<file path="src/rtl/bram_stream_reader_pkg.sv">
// bram_stream_reader_pkg: shared FSM encoding and address-alignment helpers
package bram_stream_reader_pkg;

    typedef enum logic [1:0] {
        IDLE  = 2'd0,
        RUN   = 2'd1,
        DRAIN = 2'd2
    } state_t;

    function automatic int clogb2(input int v);
        int r;
        r = 0;
        while ((1 << r) < v) r = r + 1;
        return r;
    endfunction

    function automatic int byte_offset(input int data_bw);
        return clogb2(data_bw / 8);
    endfunction

endpackage

</file>
<file path="src/rtl/bram_stream_reader_if.sv">
// bram_stream_reader_if: command, BRAM read port and output stream of the reader
interface bram_stream_reader_if #(
    parameter int ADDR_BW = 10,
    parameter int DATA_BW = 32,
    parameter int LEN_BW  = 11
);
    logic               i_start;
    logic [ADDR_BW-1:0] i_base_addr;
    logic [LEN_BW-1:0]  i_len;
    logic               o_busy;
    logic               o_done;
    logic               o_r_en;
    logic [ADDR_BW-1:0] o_r_addr;
    logic [DATA_BW-1:0] i_r_data;
    logic               o_m_valid;
    logic [DATA_BW-1:0] o_m_data;
    logic               o_m_last;
    logic               i_m_ready;

    modport master (
        input  i_start, i_base_addr, i_len, i_r_data, i_m_ready,
        output o_busy, o_done, o_r_en, o_r_addr, o_m_valid, o_m_data, o_m_last
    );

    modport slave (
        output i_start, i_base_addr, i_len, i_r_data, i_m_ready,
        input  o_busy, o_done, o_r_en, o_r_addr, o_m_valid, o_m_data, o_m_last
    );
endinterface

</file>
<file path="src/rtl/bram_stream_reader_skid_fifo2.sv">
// skid_fifo2: 2-entry synchronous FIFO holding BRAM words tagged with a last flag
module skid_fifo2 #(
    parameter int W = 33
) (
    input  logic         clk,
    input  logic         rst,
    input  logic         push_i,
    input  logic [W-1:0] din_i,
    input  logic         pop_i,
    output logic [W-1:0] dout_o,
    output logic [1:0]   count_o
);
    logic [W-1:0] mem_q [2];
    logic         wr_q;
    logic         rd_q;
    logic [1:0]   count_q;

    assign dout_o  = mem_q[rd_q];
    assign count_o = count_q;

    // storage and pointers; the producer's credit rule keeps pushes off a full buffer
    always_ff @(posedge clk) begin
        if (rst) begin
            wr_q    <= 1'b0;
            rd_q    <= 1'b0;
            count_q <= 2'd0;
        end else begin
            if (push_i) mem_q[wr_q] <= din_i;
            wr_q    <= wr_q ^ push_i;
            rd_q    <= rd_q ^ pop_i;
            count_q <= count_q + 2'(push_i) - 2'(pop_i);
        end
    end
endmodule

</file>
<file path="src/rtl/bram_stream_reader.sv">
// bram_stream_reader: walks a word region of a BRAM read port and streams it out with last
module bram_stream_reader
    import bram_stream_reader_pkg::*;
#(
    parameter int ADDR_BW = 10,
    parameter int DATA_BW = 32,
    parameter int LEN_BW  = 11
) (
    input logic               clk,
    input logic               rst,
    bram_stream_reader_if.master bus
);
    localparam int BYTE_OFFSET = byte_offset(DATA_BW);
    localparam logic [ADDR_BW-1:0] ALIGN_MASK = ~ADDR_BW'((1 << BYTE_OFFSET) - 1);

    state_t             state_q, state_d;
    logic [ADDR_BW-1:0] base_q, base_d;
    logic [LEN_BW-1:0]  len_q, len_d;
    logic [LEN_BW-1:0]  issued_q, issued_d;
    logic [LEN_BW-1:0]  beat_q, beat_d;
    logic               inflight_q;
    logic               done_q, done_d;
    logic [1:0]         count;
    logic [DATA_BW:0]   head;
    logic               valid;
    logic               pop;
    logic               r_en;
    logic               last_issue;
    logic               push_last;

    assign valid      = count != 2'd0;
    assign pop        = valid & bus.i_m_ready;
    assign r_en       = (state_q == RUN) && ((3'(count) + 3'(inflight_q) - 3'(pop)) < 3'd2);
    assign last_issue = issued_q == len_q - LEN_BW'(1);
    assign push_last  = beat_q == len_q - LEN_BW'(1);

    skid_fifo2 #(.W(DATA_BW + 1)) u_fifo (
        .clk     (clk),
        .rst     (rst),
        .push_i  (inflight_q),
        .din_i   ({push_last, bus.i_r_data}),
        .pop_i   (pop),
        .dout_o  (head),
        .count_o (count)
    );

    assign bus.o_busy    = state_q != IDLE;
    assign bus.o_done    = done_q;
    assign bus.o_r_en    = r_en;
    assign bus.o_r_addr  = base_q + (ADDR_BW'(issued_q) << BYTE_OFFSET);
    assign bus.o_m_valid = valid;
    assign bus.o_m_data  = valid ? head[DATA_BW-1:0] : '0;
    assign bus.o_m_last  = valid & head[DATA_BW];

    // next state: start latching, last-issue hand-off to DRAIN, completion on the last beat
    always_comb begin
        state_d  = state_q;
        base_d   = base_q;
        len_d    = len_q;
        issued_d = issued_q + LEN_BW'(r_en);
        beat_d   = beat_q + LEN_BW'(inflight_q);
        done_d   = 1'b0;
        if (state_q == IDLE && bus.i_start) begin
            if (bus.i_len != '0) begin
                state_d  = RUN;
                base_d   = bus.i_base_addr & ALIGN_MASK;
                len_d    = bus.i_len;
                issued_d = '0;
                beat_d   = '0;
            end else begin
                done_d = 1'b1;
            end
        end
        if (state_q == RUN && r_en && last_issue) state_d = DRAIN;
        if (state_q == DRAIN && pop && bus.o_m_last) begin
            state_d = IDLE;
            done_d  = 1'b1;
        end
    end

    // state registers; clearing inflight on reset drops any word still returning from the BRAM
    always_ff @(posedge clk) begin
        if (rst) begin
            state_q    <= IDLE;
            base_q     <= '0;
            len_q      <= '0;
            issued_q   <= '0;
            beat_q     <= '0;
            inflight_q <= 1'b0;
            done_q     <= 1'b0;
        end else begin
            state_q    <= state_d;
            base_q     <= base_d;
            len_q      <= len_d;
            issued_q   <= issued_d;
            beat_q     <= beat_d;
            inflight_q <= r_en;
            done_q     <= done_d;
        end
    end
endmodule
</file>
<file path="src/flat_wrapper.sv">
// flat-port wrapper written by rule: the top's interface ports become plain ports
module bram_stream_reader_flat import bram_stream_reader_pkg::*;
#(
    parameter int ADDR_BW = 10,
    parameter int DATA_BW = 32,
    parameter int LEN_BW  = 11
)
  (clk, rst, bus_i_start, bus_i_base_addr, bus_i_len, bus_i_r_data, bus_i_m_ready, bus_o_busy, bus_o_done, bus_o_r_en, bus_o_r_addr, bus_o_m_valid, bus_o_m_data, bus_o_m_last);
  bram_stream_reader_if #(.ADDR_BW(ADDR_BW), .DATA_BW(DATA_BW), .LEN_BW(LEN_BW)) bus_i ();
  input logic clk;
  input logic rst;
  input wire logic [$bits(bus_i.i_start)-1:0] bus_i_start;
  input wire logic [$bits(bus_i.i_base_addr)-1:0] bus_i_base_addr;
  input wire logic [$bits(bus_i.i_len)-1:0] bus_i_len;
  input wire logic [$bits(bus_i.i_r_data)-1:0] bus_i_r_data;
  input wire logic [$bits(bus_i.i_m_ready)-1:0] bus_i_m_ready;
  output wire logic [$bits(bus_i.o_busy)-1:0] bus_o_busy;
  output wire logic [$bits(bus_i.o_done)-1:0] bus_o_done;
  output wire logic [$bits(bus_i.o_r_en)-1:0] bus_o_r_en;
  output wire logic [$bits(bus_i.o_r_addr)-1:0] bus_o_r_addr;
  output wire logic [$bits(bus_i.o_m_valid)-1:0] bus_o_m_valid;
  output wire logic [$bits(bus_i.o_m_data)-1:0] bus_o_m_data;
  output wire logic [$bits(bus_i.o_m_last)-1:0] bus_o_m_last;
  assign bus_i.i_start = bus_i_start;
  assign bus_i.i_base_addr = bus_i_base_addr;
  assign bus_i.i_len = bus_i_len;
  assign bus_i.i_r_data = bus_i_r_data;
  assign bus_i.i_m_ready = bus_i_m_ready;
  assign bus_o_busy = bus_i.o_busy;
  assign bus_o_done = bus_i.o_done;
  assign bus_o_r_en = bus_i.o_r_en;
  assign bus_o_r_addr = bus_i.o_r_addr;
  assign bus_o_m_valid = bus_i.o_m_valid;
  assign bus_o_m_data = bus_i.o_m_data;
  assign bus_o_m_last = bus_i.o_m_last;
  bram_stream_reader #(.ADDR_BW(ADDR_BW), .DATA_BW(DATA_BW), .LEN_BW(LEN_BW)) u_core (.clk(clk), .rst(rst), .bus(bus_i));
endmodule
</file>
<file path="config.mk">
export PLATFORM = sky130hd
export DESIGN_NAME = bram_stream_reader_flat
export DESIGN_NICKNAME = d
export VERILOG_FILES = /design/src/rtl/bram_stream_reader_pkg.sv /design/src/rtl/bram_stream_reader_if.sv /design/src/rtl/bram_stream_reader_skid_fifo2.sv /design/src/rtl/bram_stream_reader.sv /design/src/flat_wrapper.sv
export SDC_FILE = /design/constraint.sdc
export NUM_CORES = 1
export LEC_CHECK = 0
export CAP_MARGIN = 20
export CORE_AREA = 2 2 97 118
export CTS_CLUSTER_DIAMETER = 120
export DETAILED_ROUTE_END_ITERATION = 6
export DIE_AREA = 0 0 99 120
export GPL_TIMING_DRIVEN = 0
export PLACE_DENSITY = 0.79
export SETUP_SLACK_MARGIN = 0.4
export SLEW_MARGIN = 30
export SYNTH_ARGS = -nofsm -noshare
export SYNTH_HDL_FRONTEND = slang
export SYNTH_HIERARCHICAL = 1
export SYNTH_SLANG_ARGS = --single-unit
</file>
<file path="constraint.sdc">
create_clock -name clk -period 4.6 [get_ports clk]
set_input_delay 0.92 -clock clk [delete_from_list [all_inputs] [get_ports clk]]
set_output_delay 0.92 -clock clk [all_outputs]
set_load 0.005 [all_outputs]
</file>
# Yosys cells after proc, flatten, opt, wreduce, memory -nomap -nowiden
# Memories as Yosys holds them, arrays and structs flattened. A register that Yosys moved wholly into a read port is not among the register bits.
# Index checks and enable logic that the tools add are counted.
dict set report totals {
  ff_bits 49
  latchBits 0
  ram_bits 66
  mem_bits_ro 0
  inputBits 57
  output_inout_bits 47
  wordCells 60
  mem_count 1
}
dict set report op_classes {
  addsub 8
  multipliers 0
  n_div 0
  order_cmp 1
  n_eq_ne 4
  n_shift 0
  muxes 15
  bitwise_logic 4
  reduce_logical 16
}
# memory words width read_ports rd_ports_with_merged_regs write_ports line
set memory_table {}
lappend memory_table {u_core.u_fifo.mem_q 2 33 1 1 1 bram_stream_reader_skid_fifo2.sv:13} ;# logic [W-1:0] mem_q [2];
# cell count
set ops {}
lappend ops {{$mux W11} 4}
lappend ops {{$mux W32} 1}
lappend ops {{$add A11 B1 Y11} 2}
lappend ops {{$eq A11 B11 Y1} 2}
lappend ops {{$reduce_bool A11 Y1} 1}
lappend ops {{$sub A11 B1 Y11 const B} 1}
lappend ops {{$add A10 B10 Y10} 1}
lappend ops {{$reduce_bool A2 Y1} 4}
lappend ops {{$mux W1} 7}
lappend ops {{$logic_and A1 B1 Y1} 6}
lappend ops {{$mux W2} 3}
lappend ops {{$reduce_and A2 Y1} 2}
lappend ops {{$add A2 B1 Y3} 1}
lappend ops {{$lt A3 B2 Y1 const B} 1}
lappend ops {{$reduce_or A3 Y1} 1}
lappend ops {{$sub A3 B1 Y3} 1}
lappend ops {{$add A2 B1 Y2} 1}
lappend ops {{$and A1 B1 Y1} 2}
lappend ops {{$eq A2 B1 Y1 const B} 1}
lappend ops {{$eq A2 B2 Y1 const B} 1}
lappend ops {{$logic_not A2 Y1} 1}
lappend ops {{$reduce_or A2 Y1} 1}
lappend ops {{$sub A2 B1 Y2} 1}
lappend ops {{$xor A1 B1 Y1} 2}

# Depth between registers and ports, before layout
# Gate-level depths: netlist (run 1).
dict set report logic_depth {
  depth_word 9
  ltp_mapped 14
}

# Cells and area by module
# Netlist (run 1), hierarchy kept.
# module instances cells_per_inst area_each_um2 seq_area_each_um2
set by_module_without_submodules {}
lappend by_module_without_submodules {bram_stream_reader 1 338 2870.3 900.9}
lappend by_module_without_submodules {skid_fifo2 1 120 2720.1 2062.0}

# Least setup slack after synthesis (run 1)
# No wires, ideal clock.
dict set report synth_timing {
  path_kind {input to register}
  startpoint {in rst}
  endpoint {mem u_core.u_fifo.mem_q[0][0] (enable)}
  setup_ns 0.472
  t_arrival_ns 3.395
  required_time_ns 4.128
  setup_slack_ns 0.733
  stages 1
  path_buffers 0
  cell_sequence {nor3b_1}
}
dict set report synth_via {
  elab_chain_len 2
}
# element line
set synth_lines {}
lappend synth_lines {{start, declared} flat_wrapper.sv:11} ;# input logic rst;
lappend synth_lines {{$mux W1} bram_stream_reader_skid_fifo2.sv:23} ;# if (rst) begin
lappend synth_lines {{$mux W1 (not written as such)} bram_stream_reader_skid_fifo2.sv:28} ;# if (push_i) mem_q[wr_q] <= din_i;
lappend synth_lines {{end, declared} bram_stream_reader_skid_fifo2.sv:13}
# No other way between the ends.

# Worst setup path after layout (run 1)
dict set report layout_timing {
  startpoint {in bus_i_m_ready}
  endpoint {out bus_o_r_en}
}
dict set report layout_via {
  elab_chain_len 4
}
# element line
set layout_lines {}
lappend layout_lines {{start, declared} flat_wrapper.sv:16} ;# input wire logic [$bits(bus_i.i_m_ready)-1:0] bus_i_m_ready;
lappend layout_lines {{$and A1 B1 Y1} bram_stream_reader.sv:32} ;# assign pop = valid & bus.i_m_ready;
lappend layout_lines {{$sub A3 B1 Y3} bram_stream_reader.sv:33} ;# assign r_en = (state_q == RUN) && ((3'(count) + 3'(inflight_q) - 3'(pop)) < 3'd2);
lappend layout_lines {{$lt A3 B2 Y1} bram_stream_reader.sv:33}
lappend layout_lines {{$logic_and A1 B1 Y1} bram_stream_reader.sv:33}
lappend layout_lines {{end, declared} flat_wrapper.sv:19} ;# output wire logic [$bits(bus_i.o_r_en)-1:0] bus_o_r_en;
# No other way between the ends.

==> metrics.yaml, run 1 <==
outcome:
  status: "finished, final reports clean"
die:
  dieArea_um2: 11900
  rows: 42
  die_h_um: 120
  die_w_um: 99
  ios: 104
  coreArea_um2: 10800
  initial_core_util_pct: 51.9
cells_and_area:
  final_util_pct: 69.6
  drive_gt1_share_pct: 15.4
  area_growth_syn_to_layout_pct: 34.1
  design_area_um2: 7490
  nNetsFinal: 657
  n_antenna_cell: 0
  nFillCells: 765
pwr:
  pwr-share-comb_pct: 29.1
  switching_share_pct: 23.9
  intPower_w: 0.00285
  cellLeakagePower_nw: 2.91
  max-vdd-ir-drop_mv: 0.242
  power_frac_clock_pct: 38.9
  finalPower_w: 0.00375
  p_per_area_nw_per_um2: 501
  pwr-share-seq_pct: 31.9
  switchingPower_w: 0.000899
detailed_routing:
  drtIter0Drc: 201
  drt-met1-wl_mm: 4.74
  postRouteAntennaNets: 0
  dr_total_vias: 3788
  firstDrtPassIters: 4
  wirelength_mm: 11.7
  vias_per_cell: 5.20
  wl_met3_um: 648
  drc: 0
  wl_met2_mm: 6.00
  highest_layer: "met4"
  wire_per_inst_um: 16.1
grt:
  grt_overflow: 0
  antenna_found_initial: 0
  grt_pass1_wl_mm: 19.2
  grt_max_degree: 25
  grt_usage_pct: 20.8
  grt_pass1_vias: 3900
timing:
  slew_headroom_pct: 52.2
  fin_crit_ns: 4.09
  timing.hold.ws_ns: 0.505
  min_period_over_period_pct: 89.0
  slew_violations: 0
  final_hold_viol_count: 0
  setup_viol: 0
  worst_slew_pin_slew_ns: 0.714
  finClkSkew_ns: 0.00701
  max_freq_mhz: 244
  grt_setup_unrepaired: "no"
placement:
  place.gp.congestion: 0.922
  io_buffers: 99
  post_dp_cell_area_um2: 6810
  dpl.hpwl_mm: 8.46
critical_path:
  required_ns: 3.68
  arrival_ns: 3.17
  path_max_fanout: 3
  crit_path_frequent_cell: "clkdlybuf4s50_1"
  cp-end-kind: "output port"
  slowest_stage: "fa_2"
  crit_chain: "clkdlybuf4s50_1 -> nand2_1 -> nor2_2 -> o21ai_1 -> fa_2 -> nand4b_1 -> inv_2 -> clkdlybuf4s50_1"
  path_class: "input port to output port"
  start_kind: "input port"
  r2r_slack_ns: 1.27
  slowest_delay_ns: 0.56
yosys:
  syn-cell-area_um2: 5590
  avgSynthCellArea_um2: 12.2
  ys.flop_type: "edfxtp_1"
  synth-seq-cells: 115
  synthDistinctLibCells: 48
  ys_warn_count: 6
  synth-edff-count: 66
  syn-instance-count: 458
  synthArstFlopShare_pct: 0
  yosysSeqAreaShare_pct: 53.0
clock_network:
  clock_latency_ns: 0.40
  clk_path_buf_depth: 2
  cts_max_level: 4
  cts_sinks: 115
  cts_tree: "yes"
  numCtsBuffers: 17
  clk_pin_slew_ns: 0.05
  clockRootBuffer: "clkbuf_16"
min_path:
  hp-class: "register to register"
run:
  maxCapViolCount: 0
-- state kept, by name, summed over array words and instances (netlist names) --
register,count
u_core/u_fifo/mem_q,66
u_core/beat_q,11
u_core/issued_q,11
u_core/len_q,11
u_core/base_q,8
u_core/state_q,2
u_core/u_fifo/count_o,2
u_core/bus.o_done,1
u_core/inflight_q,1
u_core/u_fifo/rd_q,1
u_core/u_fifo/wr_q,1
-- worst paths after layout --
kind	from	end	cells past startpoint
setup / recovery	bus_i_m_ready	bus_o_r_en	8
hold / removal	u_core/base_q[8]	u_core/base_q[8]	2
setup reg to reg	u_core/u_fifo/count_o[1]	u_core/state_q[0]	11
hold reg to reg	u_core/base_q[8]	u_core/base_q[8]	2
-- kinds of logic after synthesis --
| logic type | synth area share [%] |
|---|---|
| and+or+nand+nor | 15.4 |
| xor gates and xnor gates | 10.2 |
| adders and majority gates | 3.85 |
| AOI/OAI and AO/OA | 2.37 |
| buffers and inverters | 3.85 |
| muxes | 11.3 |
| other | 0.0671 |
| DFF | 53.0 |
-- Yosys cell counts (all sizes together), types with 5 or more instances --
master  number  area (um^2)
mux2i       15          150
nor4         7         58.8
inv         14         52.6
ha          14          175
clkbuf       9         35.0
nor2b        5         31.3
and2        40          250
nand3       16         80.1
edfxtp      66         1980
buf         13          128
a21oi        8         40.0
xor2        25          219
mux2        33          480
and3         6         37.5
xnor2       30          263
nor3         7         40.0
nand2        6         22.5
dfxtp       49          981
nor2        58          218
-- layer usage --
layer	vias up	track usage, %
met1	1795	23.1
met5	-	0
met3	25	6.46
met4	0	10.4
met2	125	35.8
li1	1843	-
-- critical path, delay by kind of cell --
| family | cells | cell delay [ns] |
|---|---|---|
| and+or+nand+nor | 3 | 0.48 |
| buffers and inverters | 3 | 1.12 |
| adders and majority gates | 1 | 0.56 |
| AOI/OAI and AO/OA | 1 | 0.11 |
-- timing repair --
action	CTS	global route
buffers inserted	0	2
pin swaps	1	2
endpoints found under the setup margin	1	1
hold buffers	0	0
gates resized for setup	1	5
-- final cells by class --
class	count	area (um^2)	share of cell area [%]
Buffer	22	164	2.19
Clock buffer	22	454	6.06
Clock inverter	10	205	2.74
Inverter	14	52.6	0.701
Multi-Input combinational cell	308	2430	32.4
Sequential cell	115	2960	39.5
Tap cell	132	165	2.20
Timing Repair Buffer	106	1060	14.2
-- power groups by stage --
stage | Clock [W] | Combinational, W | Sequential (W)
after floorplan | 0 | 0.000615 | 0.00121
after global placement | 0 | 0.00104 | 0.00122
after detailed placement | 0 | 0.00108 | 0.00122
after CTS | 0.00149 | 0.00109 | 0.00120
after global routing | 0.00154 | 0.00119 | 0.00120
final | 0.00146 | 0.00109 | 0.00120
-- cell usage in the layout (no fill, tap or decap), types with 2 or more instances in the layout --
master	count
clkdlybuf4s50_1	99
edfxtp_1	66
nor2_1	57
dfxtp_1	49
and2_1	40
xnor2_1	30
mux2_4	29
xor2_1	25
clkbuf_16	17
nand3_1	16
mux2i_1	15
ha_1	14
inv_1	13
clkbuf_1	11
a21oi_1	8
buf_4	8
bufinv_16	6
nor3_1	6
nand2_1	6
buf_2	6
nor4_1	6
and3_1	6
nor2b_1	5
nand4_1	4
xnor3_1	4
mux2_2	4
nand2b_1	3
buf_12	3
a21o_1	2
o21a_1	2
o21ai_0	2
or2_2	2
clkbuf_2	2
buf_6	2
conb_1	2
-- metrics by stage --
step,worst slack (ns),setup TNS (ns),cells
6_report,0.505,0,729
5_1_grt,0.390,0,729
4_1_cts,0.400,0,727
2_1_floorplan,0.733,0,459
3_5_place_dp,0.375,0,695
3_3_place_gp,-1.14,-37.63,690
Power figures use the tool's default switching activity.
==> run 2: changes to the inputs <==
SKIP_LAST_GASP = 1   (was unset)
==> results of run 2 <==
Final layout, timing and power as in run 1 (identical DEF).
==> run 3: changes to the inputs <==
GPL_TIMING_DRIVEN = unset   (was 0)
==> metrics.yaml, run 3 (synthesis results as in run 1) <==
outcome:
  status: "finished, final reports clean"
cells_and_area:
  largest_reg_flops: 66
  nNetsFinal: 636
  final_common_cell: "clkdlybuf4s50_1"
  nFillCells: 751
  area_growth_syn_to_layout_pct: 30.0
  seq_area_um2: 2960
  mostFrequentLayoutCells: "clkdlybuf4s50_1 (98), edfxtp_1 (66), nor2_1 (57), dfxtp_1 (48), and2_1 (40)"
  multi_input_area_um2: 2420
  regMostFlops: "u_core/u_fifo/mem_q"
  drive_gt1_share_pct: 14.2
  n_antenna_cell: 0
critical_path:
  path_class: "register to output port"
  r2r_slack_ns: 1.52
  arrival_ns: 2.99
  r2r_cells: 14
  path_max_fanout: 8
  start_kind: "register"
  required_ns: 3.68
  reg2reg_from: "u_core/u_fifo/count_o[1]"
  cp-end-kind: "output port"
  r2r_end: "u_core/issued_q[4]"
detailed_routing:
  vias_per_cell: 5.27
  wirelength_mm: 11.6
  wire_per_inst_um: 16.4
  firstDrtPassIters: 4
  postRouteAntennaNets: 0
  dr_total_vias: 3732
  drtIter0Drc: 158
  drc: 0
min_path:
  holdPathStages: 2
  holdPathEnd: "u_core/base_q[7]"
  worstHoldStart: "u_core/base_q[7]"
  hp-class: "register to register"
clock_network:
  cts_tree: "yes"
  numCtsBuffers: 17
  cts_max_level: 4
  cts_hold_buffers: 0
  cts_sinks: 115
  clock_latency_ns: 0.41
  clk_path_buf_depth: 2
  clk_pin_slew_ns: 0.06
  clockRootBuffer: "clkbuf_16"
placement:
  dpl.hpwl_mm: 8.02
  io_buffers: 99
  place.gp.congestion: 0.909
  place_ws_ns: 0.482
pwr:
  p_per_area_nw_per_um2: 487
  cellLeakagePower_nw: 2.80
  max-vdd-ir-drop_mv: 0.315
  finalPower_w: 0.00354
grt:
  grt_overflow: 0
  grt_pass1_vias: 3809
  antenna_found_initial: 0
  grt_pass1_wl_mm: 18.4
  grt_usage_pct: 20.0
  grt_max_degree: 35
timing:
  min_period_over_period_pct: 84.9
  finClkSkew_ns: 0.00878
  fin_crit_ns: 3.91
  finalWorstSetupSlack_ns: 0.694
  grt_setup_unrepaired: "no"
  worst_slew_pin_slew_ns: 0.811
  slew_headroom_pct: 45.9
  fin_tns_setup_ns: 0
  max_freq_mhz: 256
  final_hold_viol_count: 0
  setup_viol: 0
  slew_violations: 0
die:
  die_w_um: 99
  initial_core_util_pct: 51.9
  ios: 104
  coreArea_um2: 10800
  dieArea_um2: 11900
  die_h_um: 120
  rows: 42
run:
  maxCapViolCount: 0
[run 3: cell count changes in the layout (fill, tap and decap cells not counted), moves of 3 or more]
cell and change:
clkinvlp_4 +4, bufinv_16 -3, buf_12 -3, buf_2 -6, clkbuf_1 -11
[run 3: area by class of cell]
type	count	share of cell area, %
Clock buffer	17	5.86
Sequential cell	115	40.8
Inverter	14	0.723
Clock inverter	15	2.50
Multi-Input combinational cell	308	33.4
Timing Repair Buffer	107	14.5
Tap cell	132	2.27
[run 3: critical path: stages, from the launching register on]
cell	delay, ns
dfxtp_1	0.52
ha_1	0.31
a21o_1	0.17
a21oi_1	0.22
nor2b_1	0.08
o21a_1	0.19
o41ai_1	0.38
xnor2_1	0.17
clkdlybuf4s50_1	0.53
[run 3: power by group]
part           internal (W)  switching (W)  leakage, nW  total, W
Sequential          0.00116      0.0000874        0.997   0.00124
Combinational      0.000618       0.000350         1.52  0.000969
Clock              0.000853       0.000472        0.282   0.00133
[run 3: metal layers]
layer  vias to the layer above  track usage, %  share of wire, %
li1                       1801               -                 -
met1                      1777            22.2                39
met4                         0            9.76               2.6
met5                         -               0                 0
met2                       130            34.9                52
met3                        24            5.77               5.7
[run 3: worst max-delay path by stage]
stage / from / slack, ns / endpoint / cells after the start
after floorplan: rst / 0.73 / u_core/u_fifo/mem_q[0][0] / 1
after global placement: bus_i_m_ready / 0.52 / bus_o_r_en / 9
after detailed placement: bus_i_m_ready / 0.48 / bus_o_r_en / 9
after CTS: bus_i_m_ready / 0.40 / bus_o_r_en / 9
after global routing: u_core/issued_q[1] / 0.49 / bus_o_r_addr[9] / 8
final: u_core/issued_q[1] / 0.69 / bus_o_r_addr[9] / 8
[run 3: through the flow]
stage | utilization (%) | hold WS, ns | instance area, um^2 | instances
4_1_cts | 67.3 | 0.508 | 7250 | 706
3_3_place_gp | 61.6 | 0.483 | 6640 | 674
3_5_place_dp | 61.6 | 0.494 | 6640 | 674
2_1_floorplan | - | 0.467 | 5590 | 459
5_1_grt | 67.4 | 0.557 | 7270 | 708
6_report | 67.4 | 0.504 | 7270 | 708
[run 3: what timing repair did]
action | 4_1_cts | 5_1_grt
endpoints found under the setup margin | 1 | 1
setup buffers | 0 | 2
resized for setup | 0 | 3
pin swaps | 1 | 3
